File: src/rtl/fpu_pkg.sv
// Shared FPU definitions used across the floating-point pipeline.
package fpu_pkg;

  typedef enum logic [2:0] {
    RM_RNE = 3'd0,
    RM_RTZ = 3'd1,
    RM_RDN = 3'd2,
    RM_RUP = 3'd3,
    RM_RMM = 3'd4
  } fpu_round_mode_t;

endpackage

File: src/rtl/fpu_round_pkg.sv
// Types, constants and helpers for the binary32 rounding stage.
package fpu_round_pkg;
  import fpu_pkg::*;

  localparam logic [31:0] FPU_MAX_FINITE = 32'h7F7FFFFF;
  localparam logic [31:0] FPU_POS_INF    = 32'h7F800000;

  typedef struct packed {
    logic nv;
    logic dz;
    logic of;
    logic uf;
    logic nx;
  } fpu_flags_t;

  typedef struct packed {
    logic            sign;
    logic [7:0]      exponent;
    logic [23:0]     mantissa;
    logic            inc;
    logic            inexact;
    fpu_round_mode_t mode;
    logic            nan;
    logic            inf;
  } fpu_round_s1_t;

  // guard = {guard, round, sticky}
  function automatic logic fpu_round_increment(input logic sign, input logic lsb,
                                               input logic [2:0] guard,
                                               input fpu_round_mode_t mode);
    logic inexact;
    logic inc;
    inexact = |guard;
    case (mode)
      RM_RNE:  inc = guard[2] & (guard[1] | guard[0] | lsb);
      RM_RTZ:  inc = 1'b0;
      RM_RDN:  inc = sign & inexact;
      RM_RUP:  inc = ~sign & inexact;
      RM_RMM:  inc = guard[2];
      default: inc = 1'b0;
    endcase
    return inc;
  endfunction

  function automatic logic [31:0] fpu_round_overflow_value(input logic sign,
                                                           input fpu_round_mode_t mode);
    logic [31:0] mag;
    case (mode)
      RM_RTZ:  mag = FPU_MAX_FINITE;
      RM_RDN:  mag = sign ? FPU_POS_INF : FPU_MAX_FINITE;
      RM_RUP:  mag = sign ? FPU_MAX_FINITE : FPU_POS_INF;
      default: mag = FPU_POS_INF;
    endcase
    return {sign, mag[30:0]};
  endfunction

endpackage

File: src/rtl/fpu_pipe_reg.sv
// Stallable register slice with valid/ready; holds data while downstream stalls.
module fpu_pipe_reg #(
  parameter int DATA_W   = 32,
  parameter bit RST_DATA = 1'b0
) (
  input  logic              clk,
  input  logic              rst,
  input  logic              flush,
  input  logic              in_valid,
  output logic              in_ready,
  input  logic [DATA_W-1:0] in_data,
  output logic              out_valid,
  input  logic              out_ready,
  output logic [DATA_W-1:0] out_data
);

  logic              vld_q, vld_d;
  logic [DATA_W-1:0] data_q, data_d;
  logic              en;

  assign en        = !vld_q || out_ready;
  assign in_ready  = en;
  assign out_valid = vld_q;
  assign out_data  = data_q;

  always_comb begin
    vld_d  = vld_q;
    data_d = data_q;
    if (flush)   vld_d = 1'b0;
    else if (en) vld_d = in_valid;
    if (en && in_valid) data_d = in_data;
  end

  always_ff @(posedge clk) begin
    if (rst) begin
      vld_q <= 1'b0;
      if (RST_DATA) data_q <= '0;
      else          data_q <= data_d;
    end else begin
      vld_q  <= vld_d;
      data_q <= data_d;
    end
  end

endmodule

File: src/rtl/fpu_round_stage.sv
// IEEE-754 binary32 rounding stage for the add/sub pipeline: increment decision,
// then apply/pack with overflow, underflow and inexact flags.
module fpu_round_stage
  import fpu_pkg::*;
  import fpu_round_pkg::*;
#(
  parameter logic [31:0] CANONICAL_NAN       = 32'h7FC00000,
  parameter bit          ILLEGAL_MODE_AS_RNE = 1'b1
) (
  input  logic        clk,
  input  logic        rst,
  input  logic        flush,
  input  logic        in_valid,
  output logic        in_ready,
  input  logic        in_sign,
  input  logic [7:0]  in_exponent,
  input  logic [23:0] in_mantissa,
  input  logic [2:0]  in_guard,
  input  logic        in_nan,
  input  logic        in_inf,
  input  logic        in_zero,
  input  logic [2:0]  in_mode,
  output logic        out_valid,
  input  logic        out_ready,
  output logic [31:0] out_result,
  output logic [4:0]  out_flags
);

  localparam int S1_W = $bits(fpu_round_s1_t);
  localparam int S2_W = 32 + $bits(fpu_flags_t);

  fpu_round_s1_t   s1_in, s1_p1;
  fpu_round_mode_t mode_eff;
  logic [S1_W-1:0] s1_in_bits, s1_bits;
  logic [S2_W-1:0] s2_in_bits, s2_bits;
  logic            vld_p1, rdy_p2;
  logic            unused_zero;

  // Zero operands need no special handling: mantissa/exponent already encode them.
  assign unused_zero = in_zero;

  // Stage 1: increment decision
  always_comb begin
    mode_eff = fpu_round_mode_t'(in_mode);
    if (in_mode > 3'd4) mode_eff = ILLEGAL_MODE_AS_RNE ? RM_RNE : RM_RTZ;
    s1_in.sign     = in_sign;
    s1_in.exponent = in_exponent;
    s1_in.mantissa = in_mantissa;
    s1_in.inc      = fpu_round_increment(in_sign, in_mantissa[0], in_guard, mode_eff);
    s1_in.inexact  = |in_guard;
    s1_in.mode     = mode_eff;
    s1_in.nan      = in_nan;
    s1_in.inf      = in_inf;
  end

  assign s1_in_bits = s1_in;
  assign s1_p1      = s1_bits;

  fpu_pipe_reg #(.DATA_W(S1_W), .RST_DATA(1'b0)) u_pipe_p1 (
    .clk       (clk),
    .rst       (rst),
    .flush     (flush),
    .in_valid  (in_valid),
    .in_ready  (in_ready),
    .in_data   (s1_in_bits),
    .out_valid (vld_p1),
    .out_ready (rdy_p2),
    .out_data  (s1_bits)
  );

  // Stage 2: apply increment, renormalize, pack
  logic [24:0]  sum;
  logic [23:0]  man;
  logic [8:0]   exp9;
  logic         ovf;
  logic [31:0]  res;
  fpu_flags_t   flg;

  always_comb begin
    sum  = {1'b0, s1_p1.mantissa} + {24'd0, s1_p1.inc};
    man  = sum[23:0];
    exp9 = {1'b0, s1_p1.exponent};
    if (sum[24]) begin
      man  = 24'h800000;
      exp9 = exp9 + 9'd1;
    end
    // Hidden bit decides normal vs subnormal; a subnormal that rounds up becomes exp 1.
    if (man[23]) begin
      if (exp9 == 9'd0) exp9 = 9'd1;
    end else begin
      exp9 = 9'd0;
    end
    ovf = (exp9 >= 9'd255);
    flg = '0;
    if (s1_p1.nan) begin
      res = CANONICAL_NAN;
    end else if (s1_p1.inf) begin
      res = {s1_p1.sign, 8'hFF, 23'd0};
    end else if (ovf) begin
      res    = fpu_round_overflow_value(s1_p1.sign, s1_p1.mode);
      flg.of = 1'b1;
      flg.nx = 1'b1;
    end else begin
      res    = {s1_p1.sign, exp9[7:0], man[22:0]};
      flg.uf = (exp9 == 9'd0) & s1_p1.inexact;
      flg.nx = s1_p1.inexact;
    end
    s2_in_bits = {res, flg};
  end

  fpu_pipe_reg #(.DATA_W(S2_W), .RST_DATA(1'b1)) u_pipe_p2 (
    .clk       (clk),
    .rst       (rst),
    .flush     (flush),
    .in_valid  (vld_p1),
    .in_ready  (rdy_p2),
    .in_data   (s2_in_bits),
    .out_valid (out_valid),
    .out_ready (out_ready),
    .out_data  (s2_bits)
  );

  assign out_result = s2_bits[S2_W-1:5];
  assign out_flags  = s2_bits[4:0];

endmodule

File: config.mk
export PLATFORM = sky130hd
export DESIGN_NAME = fpu_round_stage
export DESIGN_NICKNAME = d
export VERILOG_FILES = /design/src/rtl/fpu_pkg.sv /design/src/rtl/fpu_round_pkg.sv /design/src/rtl/fpu_pipe_reg.sv /design/src/rtl/fpu_round_stage.sv
export SDC_FILE = /design/constraint.sdc
export NUM_CORES = 1
export LEC_CHECK = 0
export ABC_AREA = 1
export CORE_MARGIN = 2
export CORE_UTILIZATION = 30
export CTS_CLUSTER_DIAMETER = 30
export DETAILED_ROUTE_END_ITERATION = 12
export PLACE_DENSITY = 0.61
export SLEW_MARGIN = 30
export SYNTH_ARGS = -nofsm -noshare
export SYNTH_HDL_FRONTEND = slang
export SYNTH_SLANG_ARGS = --single-unit
File: constraint.sdc
create_clock -name clk -period 4.3 [get_ports clk]
set_input_delay 0.86 -clock clk [delete_from_list [all_inputs] [get_ports clk]]
set_output_delay 0.86 -clock clk [all_outputs]
set_load 0.01 [all_outputs]
==> results of run 1 <==
layout make-up:
| class | count | area, sq um | area share (%) |
|---|---|---|---|
| clock buffers | 11 | 233 | 4.44 |
| clock inverters | 5 | 51.3 | 0.979 |
| inverters | 45 | 169 | 3.22 |
| multi-input cells | 346 | 1770 | 33.8 |
| flip-flops and latches | 77 | 1940 | 37.1 |
| well taps | 176 | 220 | 4.20 |
| repair buffers | 86 | 851 | 16.2 |
cells by family after synthesis:
logic type,share of synthesized area (%)
other,0.0933
AND/OR/NAND/NOR,32.2
AO/OA/AOI/OAI,8.19
buffers and inverters,7.69
adder cells (fa/ha/maj),0.934
XOR/XNOR,2.61
flip-flops,48.3
routing by layer:
metal | track usage (%) | vias up | routed length [um]
li1 | - | 1786 | -
met1 | 17.1 | 1680 | 4480
met2 | 27.1 | 76 | 5110
met3 | 3.99 | 13 | 390
met4 | 5.51 | 0 | 185
met5 | 0 | - | 0
worst reg2reg max path, stage by stage (launching register included):
cell and delay [ns]:
edfxtp_1 0.33, ha_1 0.25, ha_1 0.25, nand2_1 0.07
nor2_1 0.15, nand2_1 0.16, inv_2 0.17, nand2_4 0.17
nand3_2 0.28, nand2_1 0.13, nor2_1 0.12, nand2_1 0.09
nor2_4 0.13, nand3_4 0.29, nand2_4 0.20, nand2_4 0.18
nand3_1 0.14, a21oi_1 0.09
through the flow:
stage	hold slack [ns]	area (sq um)	total power, mW
2_1_floorplan	0.490	4020	0.930
3_3_place_gp	0.458	4950	1.01
3_5_place_dp	0.460	4950	1.01
4_1_cts	0.471	5240	1.75
5_1_grt	0.485	5240	1.80
6_report	0.466	5240	1.73
sequential cells by signal, summed over array words and instances, names as in the netlist:
register,cells
u_pipe_p1.out_data,40
u_pipe_p2.out_data,35
u_pipe_p1.out_valid,1
u_pipe_p2.out_valid,1
worst max path at each step:
stage	startpoint	depth (start not counted)	end	slack, ns
final	u_pipe_p1.out_data[6]	17	u_pipe_p2.out_data[22]	1.01
after global routing	u_pipe_p1.out_data[6]	17	u_pipe_p2.out_data[6]	0.58
after CTS	u_pipe_p1.out_data[6]	17	u_pipe_p2.out_data[13]	1.01
after detailed placement	u_pipe_p1.out_data[6]	17	u_pipe_p2.out_data[13]	1.03
after global placement	u_pipe_p1.out_data[6]	17	u_pipe_p2.out_data[10]	1.12
after floorplan	u_pipe_p1.out_data[6]	19	u_pipe_p2.out_data[20]	1.93
power by group through the flow:
stage / logic, mW / clock network (mW) / registers, mW
finish: 0.167 / 0.731 / 0.831
global route: 0.188 / 0.776 / 0.835
CTS: 0.168 / 0.750 / 0.831
detailed placement: 0.167 / 0 / 0.847
global placement: 0.163 / 0 / 0.845
floorplan: 0.0881 / 0 / 0.842
cells in the final DEF (no fill, tap or decap), types with 6 or more instances in the layout:
cell type          n
edfxtp_1          40
nand2_1          121
dfxtp_1           37
xor2_1             8
a21oi_1           34
nand3b_1           6
nand3_1           65
nand4_1            9
nor2_1            36
clkdlybuf4s50_1   82
clkbuf_16          9
o21ai_0           10
nand3_2            6
inv_1             42
==> results.md, run 1 <==
* Status: finished, final reports clean
* CP top delay family: simple AND/OR/NAND/NOR gates
* Routed Antenna Nets at 0
* Worst Setup Slack, final at 1.01 ns
* Max Fanout on Critical Path at 26
* RD Place Congestion at 0.856
* Hold Path End: u_pipe_p2.out_data[23]
* Min Tclk post-route at 3.29 ns
* GRT overflow at 0
* Post-synth top cells: 121 x nand2_1, 65 x nand3_1, 42 x inv_1, 40 x edfxtp_1, 37 x dfxtp_1
* Worst reg2reg startpoint: u_pipe_p1.out_data[6]
* Clk Latency, worst-skew pair at 0.34 ns
* Mapped cell area at 4020 sq um
* Net Sw Power at 0.392 mW
* Core footprint at 13,200 sq um
* Max cap viols at 0
* WP data arrival at 3.51 ns
* Yosys cell types at 39
* P_int at between 1 and 1.5 mW
* Vias in the first global route at 3,586
* Final period utilization at 76.6%
* Routed len/inst at 13.6 um
* Worst hold path startpoint: u_pipe_p2.out_data[23]
* Clock power share at 42.3%
* Power density cells at 330 nW/um^2
* R2R Path End: u_pipe_p2.out_data[22]
* Seq cells post-synth at 77
* Site Rows at 42
* Initial Utilization at between 30% and 40%
* Yosys top cell by area: edfxtp_1
* Top FF cell, synth: edfxtp_1
* Clock skew at between 0.005 and 0.006 ns
* Avg Vias per Cell at 4.77
* Buffers and inverters on the worst path at 1
* Crit. End Element: flop
* Most used cell, CP: nand2_1
* Initial antenna violation count at 0
* Sw Share at 22.7%
* H-Tree Depth at 3
* Combinational power share at roughly a tenth
* Drc violations at 0
* Sequential share of the synthesized area at around 48%
* Area Growth Syn to Fin at 30.3%
* Hold Crit Depth at 2
* Die width at 120 um
* Number of synthesized flops with an enable pin at 40
* Detailed placement HPWL at approximately 7.5 mm
* Nets at 615
* Ys async rst share at 0%
* Dpl cells at 730
* Slew Limit Headroom at 51.6%
* Total GRT Usage at 15.1%
* Full die area at about 14,000 sq um
* Final hold vios at 0
* Postcts setup bufs at 0
* Largest net degree at the start of global routing at 32
* Startpoint types: flop
* Hold_buf cts at 0
* Post-Route WL at approximately 10 mm
* Slowest cell on crit path: edfxtp_1
* First-pass DRT Iterations at 4
* Max Fclk at 0.304 GHz
* Vias at 3,555
* Peak supply drop at 0.000228 V
* Clock sink count at a little under 80
* First-pass GRT wire length at 17.1 mm
* IO Port Bufs at 82
* CP max stage delay at 0.33 ns
* Ports at 86
* Iter 0 DRT Violations at 209
* CTS Buf Count at 9
* CTS Buffer Depth at 2
* Seq pwr share at 48.1%
* Share of the synthesized area in the top cell type at between 20 and 30%
* CTS clk-pin slew, worst paths at about 0.06 ns
* Synth area leaders: edfxtp_1 30%, dfxtp_1 18%, nand2_1 11%, nand3_1 8.1%, a21oi_1 4.2%
* Worst Tran Pin Value at 0.721 ns
* Setup TNS Final at 0 ns
* CTS tree: done
* Synth Area per Inst at 8.25 sq um
* Syn Inst Count at between 400 and 500
* Hold crit path type: reg -> reg
* N_diodes at 0
* Clk root buf: clkbuf_16
* Post-cts repair resize count at 0
* Final Setup Violations at 0
* RSZ-0062 raised after global routing: no
* Max-slew violation count at 0
* Cell Chain, Critical Path: ha_1, ha_1, nand2_1, nor2_1, nand2_1, inv_2, nand2_4, nand3_2, nand2_1, nor2_1, nand2_1, nor2_4, nand3_4, nand2_4, nand2_4, nand3_1, a21oi_1
* Leakage at 2.13 nW
* R2R depth at 17
* Utilization after layout at 39.7%
* Top-count cell post-synth: nand2_1
* Final Non-Filler Cells at 746
* Critical Path RT at 4.51 ns
* Placement Setup Slack at 1.03 ns
* WS Path Type: reg -> reg
* Layout cells sized above 1 at 7.89%
* Synth warn at 0
* Filler cells at between 1,000 and 1,500
* Flop2flop setup slack at 1.01 ns
* Die Ht at between 100 and 150 um
No activity file was read; power rests on OpenSTA's default activity.
==> run 2: changes to the inputs <==
- clock period: 4.3 -> 3.38 ns (I/O delays scaled with it)
==> results.md, run 2 (synthesized netlist as in run 1, its figures left out) <==
* Status: finished, final reports clean
* RD Place Congestion at 0.868
* First-pass GRT wire length at 16.3 mm
* Vias in the first global route at roughly 3,400
* Seq pwr share at 49.9%
* Flop2flop setup slack at a little under 0.4 ns
* Power density cells at 406 nW/um^2
* Post-Route M1 WL at about 4.3 mm
* Crit. End Element: flop
* Routed len/inst at 13.4 um
* Cell Chain, Critical Path: ha_1, ha_1, nand2_1, nor2_1, nand2_1, inv_2, nand2_4, nand3_2, nand2_1, nor2_1, nand2_1, nor2_4, nand3_4, buf_4, nand3_1, nand3_1, a21oi_1
* Post-cts repair resize count at 0
* First-pass DRT Iterations at 4
* Final instance area at roughly 5200 sq um
* Iter 0 DRT Violations at 191
* Peak supply drop at roughly 0.00026 V
* Final hold vios at 0
* Most used cell, CP: nand2_1
* CP max stage delay at 0.37 ns
* Hold crit path type: reg -> reg
* Initial antenna violation count at 0
* Max Fanout on Critical Path at 25
* Hold_buf cts at 0
* Clock power share at 40.1%
* Min Tclk post-route at between 2 and 3 ns
* Top Metal Used: met4
* Filler cells at 1,305
* Final Non-Filler Cells at roughly 750
* N_diodes at 0
* Die Ht at 120 um
* Final period utilization at 88.4%
* Post-Route WL at between 10 and 15 mm
* Max reg flops at 40
* RSZ-0062 raised after global routing: no
* Max-slew violation count at 0
* Power, Total at 2.12 mW
* Final hold slack at about 0.47 ns
* Clock sink count at 77
* Drc violations at 0
* DP Area at 4960 sq um
* Commonest non-fill, non-tap cell in the layout: nand2_1
* Max Fclk at 0.335 GHz
* Largest net degree at the start of global routing at 41
* IO Port Bufs at 82
* Clock skew at 0.00722 ns
* Startpoint types: flop
* Dpl cells at 731
* WP data arrival at 3.19 ns
* Clk root buf: clkbuf_16
* GRT overflow at 0
* Combinational power share at 9.9%
* Detailed placement HPWL at 7.43 mm
* Ports at 86
* H-Tree Depth at 3
* P_int at 1.63 mW
* Routed Antenna Nets at 0
* Met3 wire length at 550 um
* Max cap viols at 0
* Initial Utilization at a little over 30%
* Worst Tran Pin Value at 0.738 ns
* Net Sw Power at 0.493 mW
* Slew Limit Headroom at 50.5%
* Most frequent cells in the layout: 121 x nand2_1, 82 x clkdlybuf4s50_1, 65 x nand3_1
* Slowest cell on crit path: edfxtp_1
* Core footprint at around 13,000 sq um
* Total GRT Usage at 14.7%
* CTS Buf Count at 9
* Leakage at 2.13 nW
* Postcts setup bufs at 0
* Avg Vias per Cell at roughly 4.8
* Critical Path RT at 3.58 ns
* Area Growth Syn to Fin at 29.9%
* Final Setup Violations at 0
* Nets at 616
* CTS tree: done
* Full die area at 14,300 sq um
* Met2 WL at 4.94 mm
* Setup TNS Final at 0 ns
* WS Path Type: reg -> reg
* Site Rows at 42
* Die width at 120 um
* Vias at 3,556
* CTS clk-pin slew, worst paths at about 0.060 ns
* Sw Share at between 20% and 30%
* Layout cells sized above 1 at around 8.2%
* CTS Buffer Depth at 2
* Clk Latency, worst-skew pair at 0.34 ns
## run 2: cell types whose count changed in the layout (fill, tap and decap cells not counted)
cell / before / now
clkinvlp_4: 1 / 0
inv_4: 0 / 1
bufinv_16: 1 / 0
clkinv_2: 2 / 4
clkinv_1: 3 / 2
buf_4: 4 / 5
## run 2: area by class of cell
| cell class | instances | area, sq um | share of cell area, % |
|---|---|---|---|
| Timing Repair Buffer | 87 | 858 | 16.4 |
| Sequential cell | 77 | 1940 | 37.2 |
| Tap cell | 176 | 220 | 4.22 |
| Clock buffer | 11 | 233 | 4.46 |
| Multi-Input combinational cell | 346 | 1770 | 34.0 |
| Clock inverter | 5 | 26.3 | 0.503 |
| Inverter | 45 | 169 | 3.24 |
## run 2: worst max-delay path, delay by kind of cell, from the launching register on
family                   cells  cell delay (ns)
buffers and inverters        2             0.41
flip-flops                   1             0.37
AO/OA/AOI/OAI                1             0.10
AND/OR/NAND/NOR             12             1.45
adder cells (fa/ha/maj)      2             0.50
## run 2: routing by layer
layer	GRT usage [%]	vias to the layer above
li1	-	1789
met1	17.1	1647
met2	25.4	105
met3	4.61	15
met4	5.37	0
met5	0	-
## run 2: path summary, 6_finish.rpt
path / startpoint / end / depth (start not counted)
worst max-delay path: u_pipe_p1.out_data[6] / u_pipe_p2.out_data[25] / 17
worst min-delay path: u_pipe_p2.out_data[23] / u_pipe_p2.out_data[23] / 2
worst min register to register: u_pipe_p2.out_data[23] / u_pipe_p2.out_data[23] / 2
worst max register to register: u_pipe_p1.out_data[6] / u_pipe_p2.out_data[25] / 17
## run 2: per-stage QoR
stage	worst slack, ns	util, %
floorplan	1.01	-
global placement	0.450	37.6
detailed placement	0.397	37.6
CTS	0.382	39.6
global route	0.102	39.6
finish	0.393	39.6
## run 2: power by group through the flow
stage,registers (mW),clock network [mW],logic [mW]
finish,1.06,0.851,0.211
global route,1.06,0.912,0.237
CTS,1.06,0.873,0.213
detailed placement,1.08,0,0.212
global placement,1.08,0,0.208
floorplan,1.07,0,0.112
==> run 3: changes to the inputs <==
- CORE_UTILIZATION: 30 -> 51
- PLACE_DENSITY: 0.61 -> 0.89
==> results.md, run 3 (synthesized netlist as in run 1, its figures left out) <==
* Status: finished, final reports clean
* Post-cts repair resize count at 0
* Initial antenna violation count at 0
* Most frequent cells in the layout: 121 x nand2_1, 82 x clkdlybuf4s50_1, 65 x nand3_1
* N_diodes at 0
* WP data arrival at approximately 3.3 ns
* Max Fclk at roughly 0.33 GHz
* CTS tree: done
* Min Tclk post-route at slightly above 3 ns
* Power density cells at 400 nW/um^2
* Final Setup Violations at 0
* Hold crit path type: reg -> reg
* Critical Path RT at 3.62 ns
* Buffers and inverters on the worst path at 2
* GRT overflow at 0
* Peak supply drop at 0.000246 V
* Postcts setup bufs at 0
* RD Place Congestion at 0.924
* Commonest non-fill, non-tap cell in the layout: nand2_1
* Area of the multi-input gates at 1770 sq um
* Detailed placement HPWL at 6.90 mm
* Filler cells at 620
* Ports at 86
* Area Growth Syn to Fin at 26.8%
* Nets at 616
* Die width at 92.8 um
* Placement Setup Slack at 0.427 ns
* Startpoint types: flop
* Max reg flops at 40
* Initial Utilization at 52.3%
* Full die area at 8610 sq um
* Largest net degree at the start of global routing at 41
* Max-slew violation count at 0
* Leakage at between 2 and 2.5 nW
* Clock skew at 0.00939 ns
* First-pass DRT Iterations at 5
* Slowest cell on crit path: edfxtp_1
* CTS Buf Count at 9
* First-pass GRT wire length at 14.9 mm
* Total GRT Usage at between 20% and 30%
* Final period utilization at 90.5%
* Slew Limit Headroom at 53.4%
* Clock sink count at 77
* Clk Latency, worst-skew pair at 0.36 ns
* Site Rows at 32
* Worst Tran Pin Value at 0.695 ns
* Drc violations at 0
* CTS Buffer Depth at 2
* Die Ht at approximately 93 um
* CTS clk-pin slew, worst paths at 0.08 ns
* CP max stage delay at around 0.37 ns
* Vias in the first global route at around 3,300
* WS Path Type: reg -> reg
* Layout cells sized above 1 at 8.41%
* Routed Antenna Nets at 0
* Crit. End Element: flop
* Post-Route WL at between 9 and 10 mm
* Setup TNS Final at 0 ns
* Worst Setup Slack, final at 0.321 ns
* Hold_buf cts at 0
* Final hold vios at 0
* Core footprint at 7690 sq um
* Clk root buf: clkbuf_8
* Most used cell, CP: nand2_1
* Max cap viols at 0
* Avg Vias per Cell at 5.38
* RSZ-0062 raised after global routing: no
* IO Port Bufs at 82
* Iter 0 DRT Violations at ~360
* H-Tree Depth at 3
* Cell Chain, Critical Path: ha_1, ha_1, nand2_1, nor2_1, nand2_1, inv_2, nand2_4, nand3_2, nand2_1, nor2_1, nand2_1, nor2_4, nand3_4, buf_4, nand3_1, nand3_1, a21oi_1
* Max Fanout on Critical Path at 25
* CP top delay family: simple AND/OR/NAND/NOR gates
* Storage element area at 1940 sq um
* Routed len/inst at 14.0 um
* Vias at around 3,600
-- run 3: cell types whose count changed in the layout (fill, tap and decap cells not counted), sizes merged --
cell      delta
bufinv       +1
clkinvlp     +1
clkinv       -2
-- run 3: per-layer routing --
layer / global-route usage (%) / part of all wire, % / wire (um) / vias to the layer above
met5: 0 / 0 / 0 / -
met4: 11.9 / 3.0 / 285 / 0
met3: 3.66 / 7.2 / 674 / 21
met2: 35.8 / 47 / 4470 / 156
met1: 27.8 / 42 / 3980 / 1654
li1: - / - / - / 1791
-- run 3: final timing paths --
path | cells past startpoint | slack [ns] | from | end
max | 17 | 0.32 | u_pipe_p1.out_data[6] | u_pipe_p2.out_data[11]
min | 2 | 0.47 | u_pipe_p2.out_data[17] | u_pipe_p2.out_data[17]
max reg2reg | 17 | 0.32 | u_pipe_p1.out_data[6] | u_pipe_p2.out_data[11]
min reg2reg | 2 | 0.47 | u_pipe_p2.out_data[17] | u_pipe_p2.out_data[17]
-- run 3: worst reg2reg max path: cells and delay by family (launching register included) --
kind                       cells  cell delay, ns
adders and majority gates      2            0.48
buffers and inverters          2            0.42
and+or+nand+nor               12            1.60
DFF                            1            0.37
AOI/OAI and AO/OA              1            0.09
-- run 3: report_power, final --
group | leakage [nW] | internal (mW) | switching, mW | total, mW
sequential | 0.692 | 1.02 | 0.0301 | 1.05
combinational | 1.30 | 0.108 | 0.106 | 0.214
clock | 0.114 | 0.427 | 0.343 | 0.770
total | 2.11 | 1.56 | 0.478 | 2.04
-- run 3: final cells by class --
type	instances	share of cell area, %
flip-flops and latches	77	38.1
clock inverters	5	1.03
multi-input cells	346	34.8
clock buffers	11	3.41
well taps	102	2.50
inverters	45	3.31
repair buffers	87	16.8
-- run 3: through the flow --
step / hold WS, ns / power, mW / cell area, sq um / std cells / utilization (%)
floorplan: 0.490 / 1.18 / 4020 / 488 / -
global placement: 0.455 / 1.28 / 4870 / 657 / 63.3
detailed placement: 0.458 / 1.29 / 4870 / 657 / 63.3
CTS: 0.470 / 2.05 / 5100 / 673 / 66.3
global route: 0.492 / 2.11 / 5100 / 673 / 66.3
finish: 0.470 / 2.04 / 5100 / 673 / 66.3
==> variant 1: new RTL, config.mk and constraints of run 2 <==
The parameter `ILLEGAL_MODE_AS_RNE` goes from 1'b1 to 1'b0.
--- a/src/rtl/fpu_round_stage.sv
+++ b/src/rtl/fpu_round_stage.sv
@@ -5,7 +5,7 @@
   import fpu_round_pkg::*;
 #(
   parameter logic [31:0] CANONICAL_NAN       = 32'h7FC00000,
-  parameter bit          ILLEGAL_MODE_AS_RNE = 1'b1
+  parameter bit          ILLEGAL_MODE_AS_RNE = 1'b0
 ) (
   input  logic        clk,
   input  logic        rst,
Behaviour: not the same (a bounded check fails within 4 cycles, from zero or initial values and one cycle with rst high).
==> variant 1 against run 2 <==
- total power is 12% higher
- worst setup slack got worse by 0.059 ns
- area after synthesis grew 7.7%
- sequential cell count is the same
- first-iteration DRC count down 22%
- final area rose by 7.9%
- wire length rose by 7.0%
- highest routed layer unchanged
- sequential share of layout area decreased by 2.7 points
==> variant 1: results <==
group,metric,value,unit
worst_setup_path,timing.reg2reg.setup_slack,0.33,ns
yosys,post_synthesis_adder_cell_area_fraction,0.867,%
yosys,synth_cell_type_count,44,
power_and_ir_drop,netSwitchingPower,532,µW
grt,grt_pass1_vias,3648,
yosys,synthesis.area_per_instance,8.59,µm²
worst_setup_path,timing.critical_path.required,3.59,ns
min_path,hold_start,"u_pipe_p2.out_data[36]",
finish,post_layout_nonfiller_instances,768,
worst_setup_path,worst-r2r-cell-count,18,
outcome,status,"complete, no violations",
power_and_ir_drop,clk-power,1.08,mW
finish,final_layout_size_suffix_gt1_share,17.7,%
route,detail_route.wirelength,10.7,mm
power_and_ir_drop,leakage,2.24,nW
yosys,synth_xor_area_share,2.63,%
finish,finalNetCount,633,
route,met3WireLength,536,µm
yosys,synth_compound_area_share,7.45,%
min_path,worst_min_delay_path_endpoint,"u_pipe_p2.out_data[36]",
worst_setup_path,crit-reg2reg-capture,"u_pipe_p2.out_data[26]",
yosys,synth.yosys.seq_area_share,44.8,%
placement,dpl_cell_area,5280,µm²
worst_setup_path,critical_path.max_fanout,24,
sta,final.setup_skew,0.00657,ns
route,drt_iter0_drc,149,
yosys,ys_top_cells_by_area,"sky130_fd_sc_hd__edfxtp_1 28%, sky130_fd_sc_hd__dfxtp_1 17%, sky130_fd_sc_hd__nand2_1 11%",
grt,global_route.usage.total,14.9,%
route,wl_met2,5.20,mm
sta,timing.hold.ws,0.470,ns
placement,hpwl,7.97,mm
grt,grt_pass1_wl,17.6,mm
-- variant 1: worst max-delay path by stage --
| stage | from | depth (start not counted) | slack (ns) | to |
|---|---|---|---|---|
| after floorplan | u_pipe_p1.out_data[6] | 20 | 0.91 | u_pipe_p2.out_data[19] |
| after global placement | u_pipe_p1.out_data[6] | 17 | 0.31 | u_pipe_p2.out_data[24] |
| after detailed placement | u_pipe_p1.out_data[6] | 17 | 0.25 | u_pipe_p2.out_data[26] |
| after CTS | u_pipe_p1.out_data[6] | 17 | 0.23 | u_pipe_p2.out_data[26] |
| after global routing | u_pipe_p1.out_data[7] | 19 | 0.02 | u_pipe_p2.out_data[26] |
| final | u_pipe_p1.out_data[6] | 18 | 0.33 | u_pipe_p2.out_data[26] |
-- variant 1: layout make-up --
type,count,area [µm²],area share [%]
clock buffers,13,303,5.37
clock inverters,3,46.3,0.821
inverters,48,183,3.24
multi-input cells,358,2060,36.6
flip-flops and latches,77,1940,34.5
well taps,180,225,4.00
repair buffers,89,873,15.5
==> variant 2: new RTL, flow settings as in run 2 <==
Without the edit above. Register the input `in_mode` before use, without a reset. The logic sees it one clock later. The other inputs are not delayed to match.
--- a/src/rtl/fpu_round_stage.sv
+++ b/src/rtl/fpu_round_stage.sv
@@ -29,6 +29,12 @@
   localparam int S1_W = $bits(fpu_round_s1_t);
   localparam int S2_W = 32 + $bits(fpu_flags_t);
 
+  logic [2:0] in_mode_q;
+
+  always_ff @(posedge clk) begin
+    in_mode_q <= in_mode;
+  end
+
   fpu_round_s1_t   s1_in, s1_p1;
   fpu_round_mode_t mode_eff;
   logic [S1_W-1:0] s1_in_bits, s1_bits;
@@ -41,8 +47,8 @@
 
   // Stage 1: increment decision
   always_comb begin
-    mode_eff = fpu_round_mode_t'(in_mode);
-    if (in_mode > 3'd4) mode_eff = ILLEGAL_MODE_AS_RNE ? RM_RNE : RM_RTZ;
+    mode_eff = fpu_round_mode_t'(in_mode_q);
+    if (in_mode_q > 3'd4) mode_eff = ILLEGAL_MODE_AS_RNE ? RM_RNE : RM_RTZ;
     s1_in.sign     = in_sign;
     s1_in.exponent = in_exponent;
     s1_in.mantissa = in_mantissa;
Function: changed (a bounded check fails within 4 cycles, from zero or initial values and one cycle with rst high).
==> variant 2 against run 2 <==
- area after synthesis rose by 3.1%
- wire length shrank 4.3%
- sequential cell count increased by 3
- total power rose by 12%
- utilization grew 1.3 points
- final area grew 4.4%
- worst setup slack better by 0.097 ns
- critical path type unchanged
==> variant 2: results <==
group,metric,value,unit
outcome,status,"complete, no violations",
grt,grt_pass1_vias,3217,
yosys,ys_async_sr_fraction,0,%
sta,slew_headroom,36.3,%
worst_setup_path,worst-r2r-cell-count,16,
yosys,top_cells_by_instance_count_after_synthesis,"109 x sky130_fd_sc_hd__nand2_1, 46 x sky130_fd_sc_hd__nand3_1, 40 x sky130_fd_sc_hd__dfxtp_1, 40 x sky130_fd_sc_hd__edfxtp_1",
finish,final_layout_size_suffix_gt1_share,16.7,%
power_and_ir_drop,leakage,2.04,nW
clocking,max-clock-path-buffers,2,
grt,global_route.usage.total,13.7,%
finish,antennaDiodeCount,0,
grt,grt_pass1_wl,15.6,mm
finish,fill_cell_instance_count_of_the_final_layout,1358,
finish,finalNetCount,602,
yosys,yosys_register_bits,80,
worst_setup_path,critical_path.max_fanout,23,
route,drt_iter0_drc,217,
min_path,hold_path_class,"reg -> reg",
grt,grt_antenna_before_repair,0,
placement,hpwl,7.43,mm
finish,sh_seq_area,36.7,%
route,drt-vias-per-instance,4.52,
finish,multi_input_cells,333,
finish,bufAreaShareNonClock,15.7,%
finish,multi_input_comb_area,1880,µm²
yosys,synth_cell_type_count,38,
yosys,synth.yosys.seq_area_share,48.3,%
finish,final.signal_inverter_count,41,
power_and_ir_drop,max-vdd-ir-drop,201,µV
worst_setup_path,timing.critical_path.max_delay_family,"simple AND/OR/NAND/NOR gates",
sta,final.setup_skew,0.00791,ns
worst_setup_path,timing.critical_path.arrival,3.11,ns
grt,grt_max_degree,41,
power_and_ir_drop,switching_share,22.5,%
route,detail_route.wl_per_cell,13.1,µm
yosys,dominantRegCellSynth,"sky130_fd_sc_hd__edfxtp_1",
finish,clock_tree_area_fraction,6.13,%
placement,gp_congestion,0.827,
finish,layout.non_clock_buffers,87,
yosys,ys_top_cells_by_area,"sky130_fd_sc_hd__edfxtp_1 29%, sky130_fd_sc_hd__dfxtp_1 19%, sky130_fd_sc_hd__nand2_1 9.9%",
## variant 2: changes by cell type in the layout (fill, tap and decap cells not counted), sizes merged, moves of 3 or more
cell / before / now
a21oi: 34 / 40
nand2: 128 / 115
xor2: 8 / 11
nand4: 9 / 6
dfxtp: 37 / 40
inv: 44 / 40
a21o: 5 / 2
## variant 2: final timing paths
path	slack, ns	startpoint	endpoint
worst max-delay path	0.49	u_pipe_p1.out_data[6]	u_pipe_p2.out_data[7]
worst min register to register	0.47	u_pipe_p2.out_data[6]	u_pipe_p2.out_data[6]
worst max register to register	0.49	u_pipe_p1.out_data[6]	u_pipe_p2.out_data[7]
worst min-delay path	0.47	u_pipe_p2.out_data[6]	u_pipe_p2.out_data[6]
## variant 2: logic make-up after synthesis
family	share of synthesized area, %
AOI/OAI and AO/OA	9.17
xor gates and xnor gates	2.96
adders and majority gates	0.905
buffers and inverters	6.40
DFF	48.3
other	0.0904
and+or+nand+nor	32.2
## variant 2: per-stage QoR
| stage | setup WS, ns | total power [mW] | instance area (µm²) | std cells |
|---|---|---|---|---|
| floorplan | 1.01 | 1.22 | 4150 | 471 |
| global placement | 0.529 | 1.33 | 5120 | 717 |
| detailed placement | 0.482 | 1.33 | 5120 | 717 |
| CTS | 0.471 | 2.39 | 5450 | 733 |
| global route | 0.313 | 2.46 | 5450 | 733 |
| finish | 0.490 | 2.36 | 5450 | 733 |
## variant 2: power groups by stage
stage                     Combinational (mW)  Clock (mW)  Sequential, mW
after detailed placement               0.214           0            1.12
after CTS                              0.215        1.08            1.09
after global routing                   0.237        1.12            1.10
after global placement                 0.211           0            1.12
after floorplan                        0.112           0            1.11
final                                  0.212        1.06            1.09
## variant 2: per-layer routing
layer	GRT usage [%]	vias to the layer above	part of all wire, %
met3	3.04	12	4.8
met1	18.1	1495	49
met4	6.25	0	2.0
met2	21.4	70	44
met5	0	-	0
li1	-	1738	-
## variant 2: worst register-to-register path: stages, from the launching register on
cell                       delay [ns]
sky130_fd_sc_hd__edfxtp_1        0.37
sky130_fd_sc_hd__ha_1            0.24
sky130_fd_sc_hd__ha_1            0.21
sky130_fd_sc_hd__nand2_1         0.13
sky130_fd_sc_hd__nor2_4          0.06
sky130_fd_sc_hd__nand2_1         0.11
sky130_fd_sc_hd__inv_2           0.08
sky130_fd_sc_hd__nand2_2         0.25
sky130_fd_sc_hd__clkinv_1        0.23
sky130_fd_sc_hd__nand3_1         0.15
sky130_fd_sc_hd__nand2_1         0.08
sky130_fd_sc_hd__nor2_1          0.18
sky130_fd_sc_hd__nand3_4         0.11
sky130_fd_sc_hd__nand2_4         0.11
sky130_fd_sc_hd__nand2_4         0.21
sky130_fd_sc_hd__nand3_1         0.16
sky130_fd_sc_hd__a21oi_1         0.09
